[config.mk]
export PLATFORM = sky130hd
export DESIGN_NAME = ga25_vram_sched_flat
export DESIGN_NICKNAME = d
export VERILOG_FILES = /design/src/rtl/ga25_vram_sched_if.sv /design/src/rtl/ga25_vram_sched.sv /design/src/flat_wrapper.sv
export SDC_FILE = /design/constraint.sdc
export NUM_CORES = 1
export LEC_CHECK = 0
export BUFFER_PORTS_ARGS = -buffer_cell sky130_fd_sc_hd__buf_2
export CAP_MARGIN = 20
export CORE_MARGIN = 2
export CORE_UTILIZATION = 30
export CTS_CLUSTER_SIZE = 30
export DETAILED_ROUTE_END_ITERATION = 6
export PLACE_DENSITY = 0.62
export SYNTH_ARGS = -nofsm -noshare
export SYNTH_HDL_FRONTEND = slang
export SYNTH_SLANG_ARGS = --single-unit
export TNS_END_PERCENT = 50
[constraint.sdc]
create_clock -name clk -period 2.54 [get_ports clk]
set_input_delay 0.127 -clock clk [delete_from_list [all_inputs] [get_ports clk]]
set_output_delay 0.127 -clock clk [all_outputs]
set_load 0.02 [all_outputs]
[src/rtl/ga25_vram_sched_if.sv]
// CPU-side access bus of the GA25 VRAM slot scheduler.
// The CPU holds cpu_addr/cpu_din/cpu_we stable while cpu_req is high.
interface ga25_vram_sched_if;
  logic        cpu_req;
  logic        cpu_we;
  logic [14:0] cpu_addr;
  logic [15:0] cpu_din;
  logic [15:0] cpu_dout;
  logic        cpu_busy;

  modport master (
    output cpu_req, cpu_we, cpu_addr, cpu_din,
    input  cpu_dout, cpu_busy
  );

  modport slave (
    input  cpu_req, cpu_we, cpu_addr, cpu_din,
    output cpu_dout, cpu_busy
  );
endinterface

[src/rtl/ga25_vram_sched.sv]
// GA25 VRAM slot scheduler: shares the single VRAM port between the two layer
// fetchers, the per-line rowscroll fetch and CPU accesses.
//
// mode       | meaning
// FETCH      | 8-slot loop: layer0 (0-1), layer1 (2-3), idle (4-5), CPU (6-7)
// ROWSCROLL  | 16-ce rowscroll fetch for both layers, slot counter frozen
//
// cpu_state  | meaning
// CPU_IDLE   | waiting for a cpu_req rising edge
// CPU_PENDING| request latched, waiting for FETCH slot 6
// CPU_ACTIVE | access on the VRAM bus, completes at slot 7
module ga25_vram_sched #(
  parameter logic [14:0] RS_BASE0 = 15'h7a00,
  parameter logic [14:0] RS_BASE1 = 15'h7c00
) (
  input  logic                     clk,
  input  logic                     reset,
  input  logic                     ce,
  input  logic                     line_start,
  input  logic [9:0]               y0,
  input  logic [9:0]               y1,
  input  logic [14:0]              layer_addr0,
  input  logic [14:0]              layer_addr1,
  output logic                     layer_load0,
  output logic                     layer_load1,
  output logic [15:0]              index_latch,
  output logic [9:0]               rowscroll0,
  output logic [9:0]               rowscroll1,
  ga25_vram_sched_if.slave         cpu,
  output logic [14:0]              vram_addr,
  output logic                     vram_we,
  output logic [15:0]              vram_data,
  input  logic [15:0]              vram_q
);

  typedef enum logic {FETCH, ROWSCROLL} mode_t;
  typedef enum logic [1:0] {CPU_IDLE, CPU_PENDING, CPU_ACTIVE} cpu_state_t;

  mode_t      mode, mode_nxt;
  cpu_state_t cpu_state, cpu_state_nxt;
  logic [2:0] slot, slot_nxt;
  logic [3:0] rs, rs_nxt;
  logic       rs_pending, rs_pending_nxt;
  logic       prev_req, prev_req_nxt;
  logic       we_lat, we_lat_nxt;
  logic [15:0] cpu_dout_r, cpu_dout_nxt;
  logic        layer_load0_nxt, layer_load1_nxt;
  logic [15:0] index_latch_nxt;
  logic [9:0]  rowscroll0_nxt, rowscroll1_nxt;
  logic [14:0] vram_addr_nxt;
  logic        vram_we_nxt;
  logic [15:0] vram_data_nxt;

  // Rowscroll tables have 512 entries; y bit 9 does not select a row.
  logic unused_ybits;
  assign unused_ybits = y0[9] ^ y1[9];

  assign cpu.cpu_dout = cpu_dout_r;
  assign cpu.cpu_busy = (cpu_state != CPU_IDLE);

  always_ff @(posedge clk) begin
    if (reset) begin
      mode        <= FETCH;
      cpu_state   <= CPU_IDLE;
      slot        <= '0;
      rs          <= '0;
      rs_pending  <= 1'b0;
      prev_req    <= 1'b0;
      we_lat      <= 1'b0;
      cpu_dout_r  <= '0;
      layer_load0 <= 1'b0;
      layer_load1 <= 1'b0;
      index_latch <= '0;
      rowscroll0  <= '0;
      rowscroll1  <= '0;
      vram_addr   <= '0;
      vram_we     <= 1'b0;
      vram_data   <= '0;
    end else begin
      mode        <= mode_nxt;
      cpu_state   <= cpu_state_nxt;
      slot        <= slot_nxt;
      rs          <= rs_nxt;
      rs_pending  <= rs_pending_nxt;
      prev_req    <= prev_req_nxt;
      we_lat      <= we_lat_nxt;
      cpu_dout_r  <= cpu_dout_nxt;
      layer_load0 <= layer_load0_nxt;
      layer_load1 <= layer_load1_nxt;
      index_latch <= index_latch_nxt;
      rowscroll0  <= rowscroll0_nxt;
      rowscroll1  <= rowscroll1_nxt;
      vram_addr   <= vram_addr_nxt;
      vram_we     <= vram_we_nxt;
      vram_data   <= vram_data_nxt;
    end
  end

  always_comb begin
    mode_nxt        = mode;
    cpu_state_nxt   = cpu_state;
    slot_nxt        = slot;
    rs_nxt          = rs;
    rs_pending_nxt  = rs_pending;
    prev_req_nxt    = cpu.cpu_req;
    we_lat_nxt      = we_lat;
    cpu_dout_nxt    = cpu_dout_r;
    layer_load0_nxt = layer_load0;
    layer_load1_nxt = layer_load1;
    index_latch_nxt = index_latch;
    rowscroll0_nxt  = rowscroll0;
    rowscroll1_nxt  = rowscroll1;
    vram_addr_nxt   = vram_addr;
    vram_we_nxt     = 1'b0;
    vram_data_nxt   = vram_data;

    if (ce) begin
      layer_load0_nxt = 1'b0;
      layer_load1_nxt = 1'b0;
      if (mode == FETCH) begin
        slot_nxt = slot + 3'd1;
        case (slot)
          3'd0: vram_addr_nxt = layer_addr0;
          3'd1: begin
            vram_addr_nxt[0] = 1'b1;
            index_latch_nxt  = vram_q;
            layer_load0_nxt  = 1'b1;
          end
          3'd2: vram_addr_nxt = layer_addr1;
          3'd3: begin
            vram_addr_nxt[0] = 1'b1;
            index_latch_nxt  = vram_q;
            layer_load1_nxt  = 1'b1;
          end
          3'd7: if (rs_pending) begin
            rs_pending_nxt = 1'b0;
            mode_nxt       = ROWSCROLL;
            rs_nxt         = 4'd0;
            slot_nxt       = slot;
          end
          default: ;
        endcase
        // Line start jumps to slot 7 so a completing CPU access is not lost.
        if (line_start) begin
          slot_nxt       = 3'd7;
          rs_pending_nxt = 1'b1;
        end
      end else begin
        rs_nxt = rs + 4'd1;
        case (rs)
          4'd4:  vram_addr_nxt  = RS_BASE0 + {6'b0, y0[8:0]};
          4'd7:  rowscroll0_nxt = vram_q[9:0];
          4'd8:  vram_addr_nxt  = RS_BASE1 + {6'b0, y1[8:0]};
          4'd10: rowscroll1_nxt = vram_q[9:0];
          4'd15: begin
            mode_nxt = FETCH;
            slot_nxt = 3'd0;
          end
          default: ;
        endcase
        if (line_start) rs_pending_nxt = 1'b1;
      end
    end

    case (cpu_state)
      CPU_IDLE: if (cpu.cpu_req && !prev_req) begin
        cpu_state_nxt = CPU_PENDING;
        we_lat_nxt    = cpu.cpu_we;
      end
      CPU_PENDING: if (ce && mode == FETCH && slot == 3'd6) begin
        vram_addr_nxt = cpu.cpu_addr;
        vram_data_nxt = cpu.cpu_din;
        vram_we_nxt   = we_lat;
        cpu_state_nxt = CPU_ACTIVE;
      end
      CPU_ACTIVE: if (ce && mode == FETCH && slot == 3'd7) begin
        cpu_dout_nxt  = vram_q;
        cpu_state_nxt = CPU_IDLE;
      end
      default: cpu_state_nxt = CPU_IDLE;
    endcase
  end

endmodule

[src/flat_wrapper.sv]
// flat-port wrapper written by rule: the top's interface ports become plain ports
module ga25_vram_sched_flat 
#(
  parameter logic [14:0] RS_BASE0 = 15'h7a00,
  parameter logic [14:0] RS_BASE1 = 15'h7c00
)
  (clk, reset, ce, line_start, y0, y1, layer_addr0, layer_addr1, layer_load0, layer_load1, index_latch, rowscroll0, rowscroll1, vram_addr, vram_we, vram_data, vram_q, cpu_cpu_req, cpu_cpu_we, cpu_cpu_addr, cpu_cpu_din, cpu_cpu_dout, cpu_cpu_busy);
  ga25_vram_sched_if cpu_i ();
  input  logic clk;
  input  logic reset;
  input  logic ce;
  input  logic line_start;
  input  logic [9:0] y0;
  input  logic [9:0] y1;
  input  logic [14:0] layer_addr0;
  input  logic [14:0] layer_addr1;
  output logic layer_load0;
  output logic layer_load1;
  output logic [15:0] index_latch;
  output logic [9:0] rowscroll0;
  output logic [9:0] rowscroll1;
  output logic [14:0] vram_addr;
  output logic vram_we;
  output logic [15:0] vram_data;
  input  logic [15:0] vram_q;
  input wire logic [$bits(cpu_i.cpu_req)-1:0] cpu_cpu_req;
  input wire logic [$bits(cpu_i.cpu_we)-1:0] cpu_cpu_we;
  input wire logic [$bits(cpu_i.cpu_addr)-1:0] cpu_cpu_addr;
  input wire logic [$bits(cpu_i.cpu_din)-1:0] cpu_cpu_din;
  output wire logic [$bits(cpu_i.cpu_dout)-1:0] cpu_cpu_dout;
  output wire logic [$bits(cpu_i.cpu_busy)-1:0] cpu_cpu_busy;
  assign cpu_i.cpu_req = cpu_cpu_req;
  assign cpu_i.cpu_we = cpu_cpu_we;
  assign cpu_i.cpu_addr = cpu_cpu_addr;
  assign cpu_i.cpu_din = cpu_cpu_din;
  assign cpu_cpu_dout = cpu_i.cpu_dout;
  assign cpu_cpu_busy = cpu_i.cpu_busy;
  ga25_vram_sched #(.RS_BASE0(RS_BASE0), .RS_BASE1(RS_BASE1)) u_core (.clk(clk), .reset(reset), .ce(ce), .line_start(line_start), .y0(y0), .y1(y1), .layer_addr0(layer_addr0), .layer_addr1(layer_addr1), .layer_load0(layer_load0), .layer_load1(layer_load1), .index_latch(index_latch), .rowscroll0(rowscroll0), .rowscroll1(rowscroll1), .cpu(cpu_i), .vram_addr(vram_addr), .vram_we(vram_we), .vram_data(vram_data), .vram_q(vram_q));
endmodule
**Word level (Yosys, flattened, before mapping)**

Cells that the tools add are included.

- Flip-flop bits (word level): 99
- Bits of input ports: 103
- Output and inout port bits: 87
- Logic and storage cells: 95

- $add $sub $neg: 4
- Equality and inequality tests: 18
- Muxes and demuxes: 31
- Bitwise logic cells: 3
- Reduce and logical (&&, ||, !) cells: 23

Operators with widths:

| kind | count |
|---|---|
| $mux 15 | 4 |
| $pmux 15 s2 | 1 |
| $pmux 14 s2 | 1 |
| $reduce_and 3->1 | 7 |
| $mux 3 | 5 |
| $add 12x10->13 const A | 1 |
| $add 11x10->12 const A | 1 |
| $eq 4x4->1 const B | 3 |
| $mux 1 | 12 |
| $mux 4 | 3 |
| $eq 4x3->1 const B | 2 |
| $reduce_bool 2->1 | 4 |
| $eq 3x2->1 const B | 2 |
| $eq 3x3->1 const B | 2 |
| $mux 2 | 3 |
| $ne 2x1->1 const B | 3 |
| $pmux 2 s3 | 1 |
| $reduce_and 2->1 | 3 |
| $add 4x1->4 const B | 1 |
| $logic_and 1x1->1 | 4 |
| $ne 2x2->1 const B | 2 |
| $ne 4x3->1 const B | 1 |
| $add 3x1->3 const B | 1 |
| $eq 3x1->1 const B | 1 |
| 9 further kinds | 11 |

**Longest topological paths before layout**

Gate-level depths: netlist (run 1).

- Depth in word-level cells: 7
- Gate-level depth with buffers: 9
- Depth with buffers taken out: 6

**Worst setup path before layout (run 1)**

OpenSTA, ideal clock, no wires.

- Kind: flip-flop to flip-flop
- Start: register u_core.slot[0]
- End: register u_core.cpu_dout_r[10], in the netlist u_core.cpu.cpu_dout[10]
- Setup time: 132 ps
- Data arrival time: 1684 ps
- Data required time: 2408 ps
- Path slack: 724 ps
- Cell stages (with the launch flop): 9
- Path buffers: 2
- Period minus slack after synthesis: 1816 ps
- Cell sequence: dfxtp_1 ha_1 ha_1 nand3b_1 or3b_1 clkbuf_1 clkbuf_1 nand2_1 a21oi_1

- Cells in the longest elaborated chain, start to end: 3

RTL lines:

| what | line | text |
|---|---|---|
| from (decl) | ga25_vram_sched.sv:41 | `logic [2:0] slot, slot_nxt;` |
| from (signal assigned) | ga25_vram_sched.sv:82 | `slot <= slot_nxt;` |
| $eq 3x3->1 | ga25_vram_sched.sv:176 | `CPU_ACTIVE: if (ce && mode == FETCH && slot == 3'd7) begin` |
| $logic_and 1x1->1 | ga25_vram_sched.sv:176 |  |
| $reduce_and 2->1 (no line) | - |  |
| to (signal assigned) | ga25_vram_sched.sv:87 | `cpu_dout_r <= cpu_dout_nxt;` |
| to (decl) | ga25_vram_sched.sv:46 | `logic [15:0] cpu_dout_r, cpu_dout_nxt;` |

Every way passes these cells.
A chain may end at the register's enable or synchronous reset.

**Worst setup path in the final report (run 1)**

- Start: register u_core.slot[0]
- End: register u_core.cpu_dout_r[2], in the netlist u_core.cpu.cpu_dout[2]

The elaborated chain is that of the path after synthesis.

==> results of run 1 <==
[metal layers]
| layer | share of wire, % | routed length [um] | global-route usage (%) | vias up |
|---|---|---|---|---|
| li1 | - | - | - | 2047 |
| met1 | 41 | 5114 | 18.68 | 1942 |
| met2 | 48 | 6033 | 27.44 | 172 |
| met3 | 9.6 | 1196 | 4.889 | 11 |
| met4 | 1.3 | 168 | 6.250 | 0 |
| met5 | 0 | 0 | 0 | - |
[kinds of logic after synthesis]
family / synth area share [%]
compound gates: 19.37
simple gates: 18.14
fa+ha+maj: 2.629
buf+inv: 4.733
xor+xnor: 0.2045
flops: 46.28
mux: 8.647
[synthesized netlist by cell type (4+ instances only)]
cell type and number:
buf_2 12, a21oi_1 53, clkbuf_1 18, nor2b_1 7, a211oi_1 12, nand2_1 83
a22o_1 23, o21ai_0 5, dfxtp_1 99, inv_1 11, ha_1 9, nor3_1 5
buf_4 4, mux2i_1 37, a221oi_1 9, nor2_1 54, nor3b_2 4
[power by group]
| group | internal, mW | total (mW) | switching [mW] |
|---|---|---|---|
| clock network | 0.699 | 1.37 | 0.670 |
| logic | 0.173 | 0.388 | 0.215 |
| registers | 1.59 | 1.62 | 0.0263 |
[stage by stage]
stage                     instances  worst slack (ns)
final                           849            0.4963
after global routing            849            0.3018
after CTS                       849            0.4567
after detailed placement        833            0.4858
after global placement          833            0.5251
after floorplan                 487            0.7236
[registers in the layout, summed over array words and instances, names as in the netlist, 3 cells and up]
name and flops:
u_core.cpu.cpu_dout 16, u_core.index_latch 16, u_core.vram_data 16, u_core.vram_addr 15, u_core.rowscroll0 10, u_core.rowscroll1 10, u_core.rs 4, u_core.slot 3
[final cells by class]
cell class	instances	area (sq um)	share of cell area (%)
multi-input combinational	342	2115	37.05
timing repair buffer	201	1044	18.29
tap	180	225.2	3.947
inverter	11	41.29	0.7235
sequential	99	1982	34.73
clock inverter	7	75.07	1.316
clock buffer	9	225.2	3.947
[worst paths after layout]
| kind | start | end | slack (ns) | cells past startpoint |
|---|---|---|---|---|
| worst max-delay path | u_core.slot[0] | u_core.cpu.cpu_dout[2] | 0.50 | 6 |
| worst min-delay path | cpu_cpu_din[7] | u_core.vram_data[7] | 0.01 | 3 |
| worst max register to register | u_core.slot[0] | u_core.cpu.cpu_dout[2] | 0.50 | 6 |
| worst min register to register | u_core.vram_data[4] | u_core.vram_data[4] | 0.45 | 2 |
[tightest hold or removal path: cells and delay by family]
| family | cells | cell delay, ns |
|---|---|---|
| AND/OR/NAND/NOR | 1 | 0.04 |
| AO/OA/AOI/OAI | 1 | 0.05 |
| buffers and inverters | 1 | 0.09 |
[layout by cell type (no fill, tap or decap), types with 2 or more instances in the layout]
master / synthesis / final
buf_2: 12 / 186
dfxtp_1: 99 / 99
nand2_1: 83 / 83
nor2_1: 54 / 54
a21oi_1: 53 / 53
mux2i_1: 37 / 37
a22o_1: 23 / 23
buf_4: 4 / 15
a211oi_1: 12 / 12
inv_1: 11 / 11
a221oi_1: 9 / 9
ha_1: 9 / 9
clkbuf_16: 0 / 9
nor2b_1: 7 / 7
o21ai_0: 5 / 5
nor3_1: 5 / 3
nand3b_1: 3 / 3
nor3b_2: 4 / 3
and2_1: 3 / 3
a22oi_1: 3 / 3
a221o_1: 3 / 3
inv_8: 0 / 3
nor3_2: 0 / 2
nor3b_1: 2 / 2
a211o_1: 2 / 2
nand3_1: 2 / 2
or3b_1: 2 / 2
a21boi_0: 2 / 2
==> metrics, run 1 <==
Post-Route WL=12.51 mm; cell family with the largest share of critical-path delay=simple AND/OR/NAND/NOR gates; cts hold-fix bufs=0; initial antenna violation count=0; Post-Syn Area=4283 sq um; layout filler cell count=1,411; vias in the first global route=3,957; largest fanout on the critical path=16; setup repair bufs after CTS=0; Max Slew Vio Count=0; die outline area=15,250 sq um; setup_tns=0 ns; Hold Path Class=input port to flop; EDFF count, synth=0; Syn Area/Cell=8.794 sq um; nets=776; Power Total=3.373 mW; Final Hold Viols=0; fin crit period=2.044 ns; H-tree levels=3; most used cell, CP=ha_1; highest clock rate=489.3 MHz; gr ovfl total=0; Critical Path RT=2.74 ns; top cell type's share of synthesized area=46.28%; vias per inst=4.914; CTS Buf Count=9; CP max stage cell=or3b_1; CTS tree=built; CTS Sinks=99; Synth Instances=487; FFs w/ async S/R, synth=0%; Synth cell types=46; CP arrival=2.24 ns; Final ANT Viol Nets=0; number of max-cap violations=0; PortBufs=187; Placed Area=5406 sq um; routed via count=4,172; DRC viols=0; Synth Warn #=0; cell taking the most area after synthesis=dfxtp_1; crit path capture type=flop; diode count=0; Core Area=13,930 sq um; Max transition margin=48.17%; CP startpoint kind=flop; Mapped Nets=599; critical setup path kind=flop to flop; Worst-Margin Slew=0.7758 ns; prevailing post-synth register cell=dfxtp_1; cell leakage power=2.631 nW; GRT Overall Usage=16.03%; crit share post-route=80.46%; maximum VDD drop=326.6 uV; first-pass GRT wire length=19.06 mm; clock buffer depth=2; slowest stage delay, CP=0.65 ns; post_cts resized=0; Pre-Repair DR Iteration Count=5; Area Growth Syn to Fin=33.25%; routability cong.=0.7535; # setup viols final=0; Setup Skew=0.01040 ns; register area share after synthesis=46.28%; Die Y-Extent=123.5 um; per-cell routed wire length=14.74 um; number of synthesized register bits=99; worst-path cell chain=ha_1 > ha_1 > nand3b_1 > or3b_1 > nand2_1 > a21oi_1; Finished Core Util=40.95%; final instance area=5707 sq um; Initial Util=30.74%; share of post-route cells with drive strength above 1=33.93%; largest net degree at the start of global routing=72; Die Wd=123.5 um; CTS Root Cell=clkbuf_16; initial DRC count=126; dpl hpwl=9.120 mm; hold_ws=0.01133 ns; pwr dens=591.0 nW/um^2; run status=completed; WP buf/inv=0; I/O pin total=190; Site Rows=43; RSZ-0062 raised after global routing=no; clk_lat worst skew=0.35 ns; CTS clk-pin slew, worst paths=0.08 ns; synth top area cells=dfxtp_1 (46%), mux2i_1 (8.6%), nand2_1 (7.3%)
Power figures use the tool's default switching activity.
==> run 2: changes to the inputs <==
- clock period: 2.54 -> 2.1 ns (I/O delays scaled with it)
==> metrics, run 2 (same netlist as run 1, synthesis figures left out) <==
combinational share of power=12.3% (+0.8 points); CTS tree=built; I/O pin total=190 (unchanged); Reg power frac=47.6% (-0.3 points); nets=802 (+3.4%); P_int=3.029 mW (+23%); # setup viols final=0 (unchanged); run status=completed; crit path capture type=flop; clk_lat worst skew=0.35 ns (about the same); dpl hpwl=9.045 mm (-0.82%); Worst-Margin Slew=0.9736 ns (+0.1978 ns); CP startpoint kind=flop; routability cong.=0.7654 (+1.6%); critical setup path kind=flop to flop; Max transition margin=35.09% (-13 points); highest clock rate=516.2 MHz (+5.5%); RSZ-0062 raised after global routing=no; switch share=26.26% (-0.76 points); die outline area=15,250 sq um (unchanged); number of max-cap violations=0 (unchanged); diode count=0 (unchanged); CTS Sinks=99 (unchanged); Final ANT Viol Nets=0 (unchanged); PortBufs=187 (unchanged); hold_ws=0.01765 ns (+0.006325 ns); Final Hold Viols=0 (unchanged); share of post-route cells with drive strength above 1=33.24% (-0.69 points); Site Rows=43 (unchanged); commonest non-fill, non-tap cell in the layout=buf_2; Die Y-Extent=123.5 um (unchanged); vias per inst=4.851 (-1.3%); pwr dens=688.0 nW/um^2 (+16%); per-cell routed wire length=14.61 um (-0.89%); Placed Cells=836 (+0.36%); Hold Path Class=input port to flop; Clk network pwr share=40.1% (-0.5 points); setup_tns=0 ns (unchanged); Core Area=13,930 sq um (unchanged); cell leakage power=2.752 nW (+4.6%); Power Total=4.107 mW (+22%); Max Slew Vio Count=0 (unchanged); largest net degree at the start of global routing=91 (+26%); clock buffer depth=2 (unchanged); routed via count=4,245 (+1.7%); CTS Root Cell=clkbuf_16; Area Growth Syn to Fin=39.38%; P_sw=1.079 mW (+18%); gr ovfl total=0 (unchanged); HP Start=cpu_cpu_din[11]; Pre-Repair DR Iteration Count=4 (-1); pre-CTS WS=0.07681 ns (-0.4090 ns); largest fanout on the critical path=16 (unchanged); fin crit period=1.937 ns (-0.1064 ns); Critical Path RT=2.36 ns (-0.38 ns); Post-Route WL=12.78 mm (+2.1%); maximum VDD drop=475.9 uV (+46%); Initial Util=30.74% (unchanged); H-tree levels=3 (unchanged); DRC viols=0 (unchanged); CP arrival=2.20 ns (-0.04 ns); Worst setup startpoint=u_core.slot[0]; Die Wd=123.5 um (unchanged); r2r startpoint=u_core.slot[0]; initial DRC count=132 (+4.8%); CTS Buf Count=9 (unchanged); CTS clk-pin slew, worst paths=0.07 ns (about the same); crit share post-route=92.25% (+12 points); Setup Skew=0.006094 ns (-0.004305 ns); vias in the first global route=3,961 (+0.10%); first-pass GRT wire length=19.05 mm (about the same); commonest non-fill, non-tap cells in the layout=buf_2 (186), dfxtp_1 (98), nand2_1 (83); setup ws final=0.1627 ns (-0.3336 ns); initial antenna violation count=0 (unchanged); final non-filler cell total=875 (+3.1%); GRT Overall Usage=16.19% (+0.16 points)
run 2: layout make-up:
| type | instances | area, sq um |
|---|---|---|
| Timing Repair Buffer | 227 | 1313 |
| Fill cell | 1385 | 7965 |
| Sequential cell | 99 | 1983 |
| Inverter | 11 | 41.29 |
| Tap cell | 180 | 225.2 |
| Multi-Input combinational cell | 342 | 2115 |
| Clock inverter | 6 | 53.80 |
| Clock buffer | 10 | 239.0 |
run 2: worst max-delay path: stages (launching register included):
cell and delay (ns):
dfxtp_2 0.37, inv_1 0.07, ha_1 0.21, buf_4 0.20
or2_1 0.27, a22oi_2 0.25, buf_6 0.16, nand2_1 0.06
a211oi_1 0.23
run 2: worst paths after layout:
| check | endpoint | slack, ns | cells after the start |
|---|---|---|---|
| worst max-delay path | u_core.vram_addr[6] | 0.16 | 8 |
| worst min-delay path | u_core.vram_data[11] | 0.02 | 3 |
| worst max register to register | u_core.vram_addr[6] | 0.16 | 8 |
| worst min register to register | u_core.cpu.cpu_dout[12] | 0.45 | 2 |
run 2: per-stage QoR:
stage                     area [sq um]  util, %
after floorplan                   4283        -
after global placement            5441    39.05
after detailed placement          5441    39.05
after CTS                         5964    42.80
after global routing              5969    42.84
final                             5969    42.84
run 2: power by group through the flow:
stage | Combinational [mW] | Clock, mW | Sequential (mW)
after detailed placement | 0.474 | 0 | 2.00
after global placement | 0.466 | 0 | 1.99
after global routing | 0.554 | 1.78 | 1.96
after floorplan | 0.220 | 0 | 2.04
final | 0.507 | 1.65 | 1.95
after CTS | 0.509 | 1.71 | 1.95
run 2: metal layers:
| layer | wire [um] | global-route usage, % |
|---|---|---|
| met1 | 5308 | 17.23 |
| met2 | 6205 | 29.16 |
| met3 | 1116 | 6.780 |
| met4 | 150 | 4.616 |
| met5 | 0 | 0 |
run 2: repair_timing:
item                       4_1_cts  5_1_grt
hold buffers                    23        0
hold endpoints to repair        28        0
setup endpoints to repair        0       27
resized for setup                0        2
setup buffers                    0        0
==> run 3: changes to the inputs <==
- HOLD_SLACK_MARGIN: default -> 0.05
==> metrics, run 3 (same netlist as run 1, synthesis figures left out) <==
run status=completed; H-tree levels=3 (unchanged); gr ovfl total=0 (unchanged); fin crit period=1.934 ns (-0.003115 ns); crit share post-route=92.11% (-0.15 points); final instance area=6170 sq um (+3.4%); highest clock rate=517.0 MHz (+0.16%); Pre-Repair DR Iteration Count=5 (+1); per-cell routed wire length=14.48 um (-0.87%); nets=822 (+2.5%); initial antenna violation count=0 (unchanged); pwr dens=670.7 nW/um^2 (-2.5%); cell leakage power=2.836 nW (+3.0%); routability cong.=0.7654 (unchanged); critical setup path kind=flop to flop; CTS Sinks=99 (unchanged); Setup Skew=0.006170 ns (+0.00007610 ns); Max Slew Vio Count=0 (unchanged); number of max-cap violations=0 (unchanged); diode count=0 (unchanged); CTS tree=built; Final ANT Viol Nets=0 (unchanged); PortBufs=187 (unchanged); worst-path cell chain=inv_1 > ha_1 > buf_4 > or2_1 > a22oi_2 > buf_6 > nand2_1 > a211oi_1; Worst-Margin Slew=0.9669 ns (-0.006657 ns); Core Area=13,930 sq um (unchanged); CTS Root Cell=clkbuf_16; Initial Util=30.74% (unchanged); vias in the first global route=4,053 (+2.3%); first-pass GRT wire length=19.42 mm (+1.9%); largest net degree at the start of global routing=91 (unchanged); CP startpoint kind=flop; initial DRC count=138 (+4.5%); largest fanout on the critical path=16 (unchanged); maximum VDD drop=480.9 uV (+1.0%); cell family with the largest share of critical-path delay=compound AO/OA/AOI/OAI gates; pre-CTS WS=0.07681 ns (unchanged); dpl hpwl=9.045 mm (unchanged); Die Y-Extent=123.5 um (unchanged); I/O pin total=190 (unchanged); Hold Path Class=input port to flop; clk_lat worst skew=0.35 ns (about the same); die outline area=15,250 sq um (unchanged); commonest non-fill, non-tap cell in the layout=buf_2; CTS Buf Count=9 (unchanged); setup_tns=0 ns (unchanged); Die Wd=123.5 um (unchanged); Max transition margin=35.54% (+0.44 points); WP buf/inv=3 (unchanged); Power Total=4.138 mW (+0.75%); Post-Route WL=12.96 mm (+1.4%); Placed Area=5441 sq um (unchanged); Area Growth Syn to Fin=44.05%; slowest stage delay, CP=0.37 ns (about the same); commonest non-fill, non-tap cells in the layout=buf_2 (186), dfxtp_1 (98), nand2_1 (83); # setup viols final=0 (unchanged); crit path capture type=flop; CTS clk-pin slew, worst paths=0.07 ns (about the same); routed via count=4,309 (+1.5%); RSZ-0062 raised after global routing=no; share of post-route cells with drive strength above 1=32.31% (-0.93 points); GRT Overall Usage=16.47% (+0.27 points); setup repair bufs after CTS=0 (unchanged); Finished Core Util=44.28% (+1.4 points); Site Rows=43 (unchanged); vias per inst=4.815 (-0.76%); CP max stage cell=dfxtp_2; Critical Path RT=2.36 ns (about the same); DRC viols=0 (unchanged); clock buffer depth=2 (unchanged); setup ws final=0.1658 ns (+0.003115 ns); Final Hold Viols=0 (unchanged); CP arrival=2.19 ns (about the same)
run 3: area by class of cell:
type | count | area, sq um
Timing Repair Buffer | 247 | 1513
Tap cell | 180 | 225.2
Inverter | 11 | 41.29
Sequential cell | 99 | 1983
Fill cell | 1360 | 7765
Multi-Input combinational cell | 342 | 2115
Clock buffer | 10 | 239.0
Clock inverter | 6 | 53.80
run 3: timing repair:
| item | CTS | global route |
|---|---|---|
| resized for setup | 0 | 2 |
| endpoints found under the setup margin | 0 | 27 |
| hold buffers | 43 | 0 |
| endpoints found under the hold margin | 71 | 0 |
run 3: worst min-delay path: cells and delay by family:
family          cells  cell delay [ns]
simple gates        1             0.10
compound gates      1             0.06
buf+inv             1             0.11
run 3: worst paths after layout:
check,start,cells past startpoint,slack (ns),end
setup / recovery,u_core.slot[0],8,0.17,u_core.vram_addr[6]
hold / removal,cpu_cpu_addr[10],3,0.06,u_core.vram_addr[10]
setup reg to reg,u_core.slot[0],8,0.17,u_core.vram_addr[6]
hold reg to reg,u_core.cpu.cpu_dout[12],2,0.45,u_core.cpu.cpu_dout[12]
run 3: per-stage QoR:
stage | instances | hold slack (ns)
final | 895 | 0.06027
after global routing | 895 | 0.06268
after CTS | 895 | 0.05049
after detailed placement | 836 | 0.3436
after global placement | 836 | 0.3427
after floorplan | 487 | 0.2332
run 3: routing by layer:
metal / part of all wire [%] / vias up / GRT usage, % / wire length (um)
li1: - / 2141 / - / -
met1: 41 / 1977 / 17.37 / 5334
met2: 49 / 176 / 29.91 / 6343
met3: 8.7 / 15 / 6.688 / 1131
met4: 1.2 / 0 / 4.830 / 150
met5: 0 / - / 0 / 0
run 3: report_power, final:
group / switching, mW / internal (mW)
logic: 0.271 / 0.266
registers: 0.0309 / 1.92
clock network: 0.784 / 0.864
total: 1.09 / 3.05
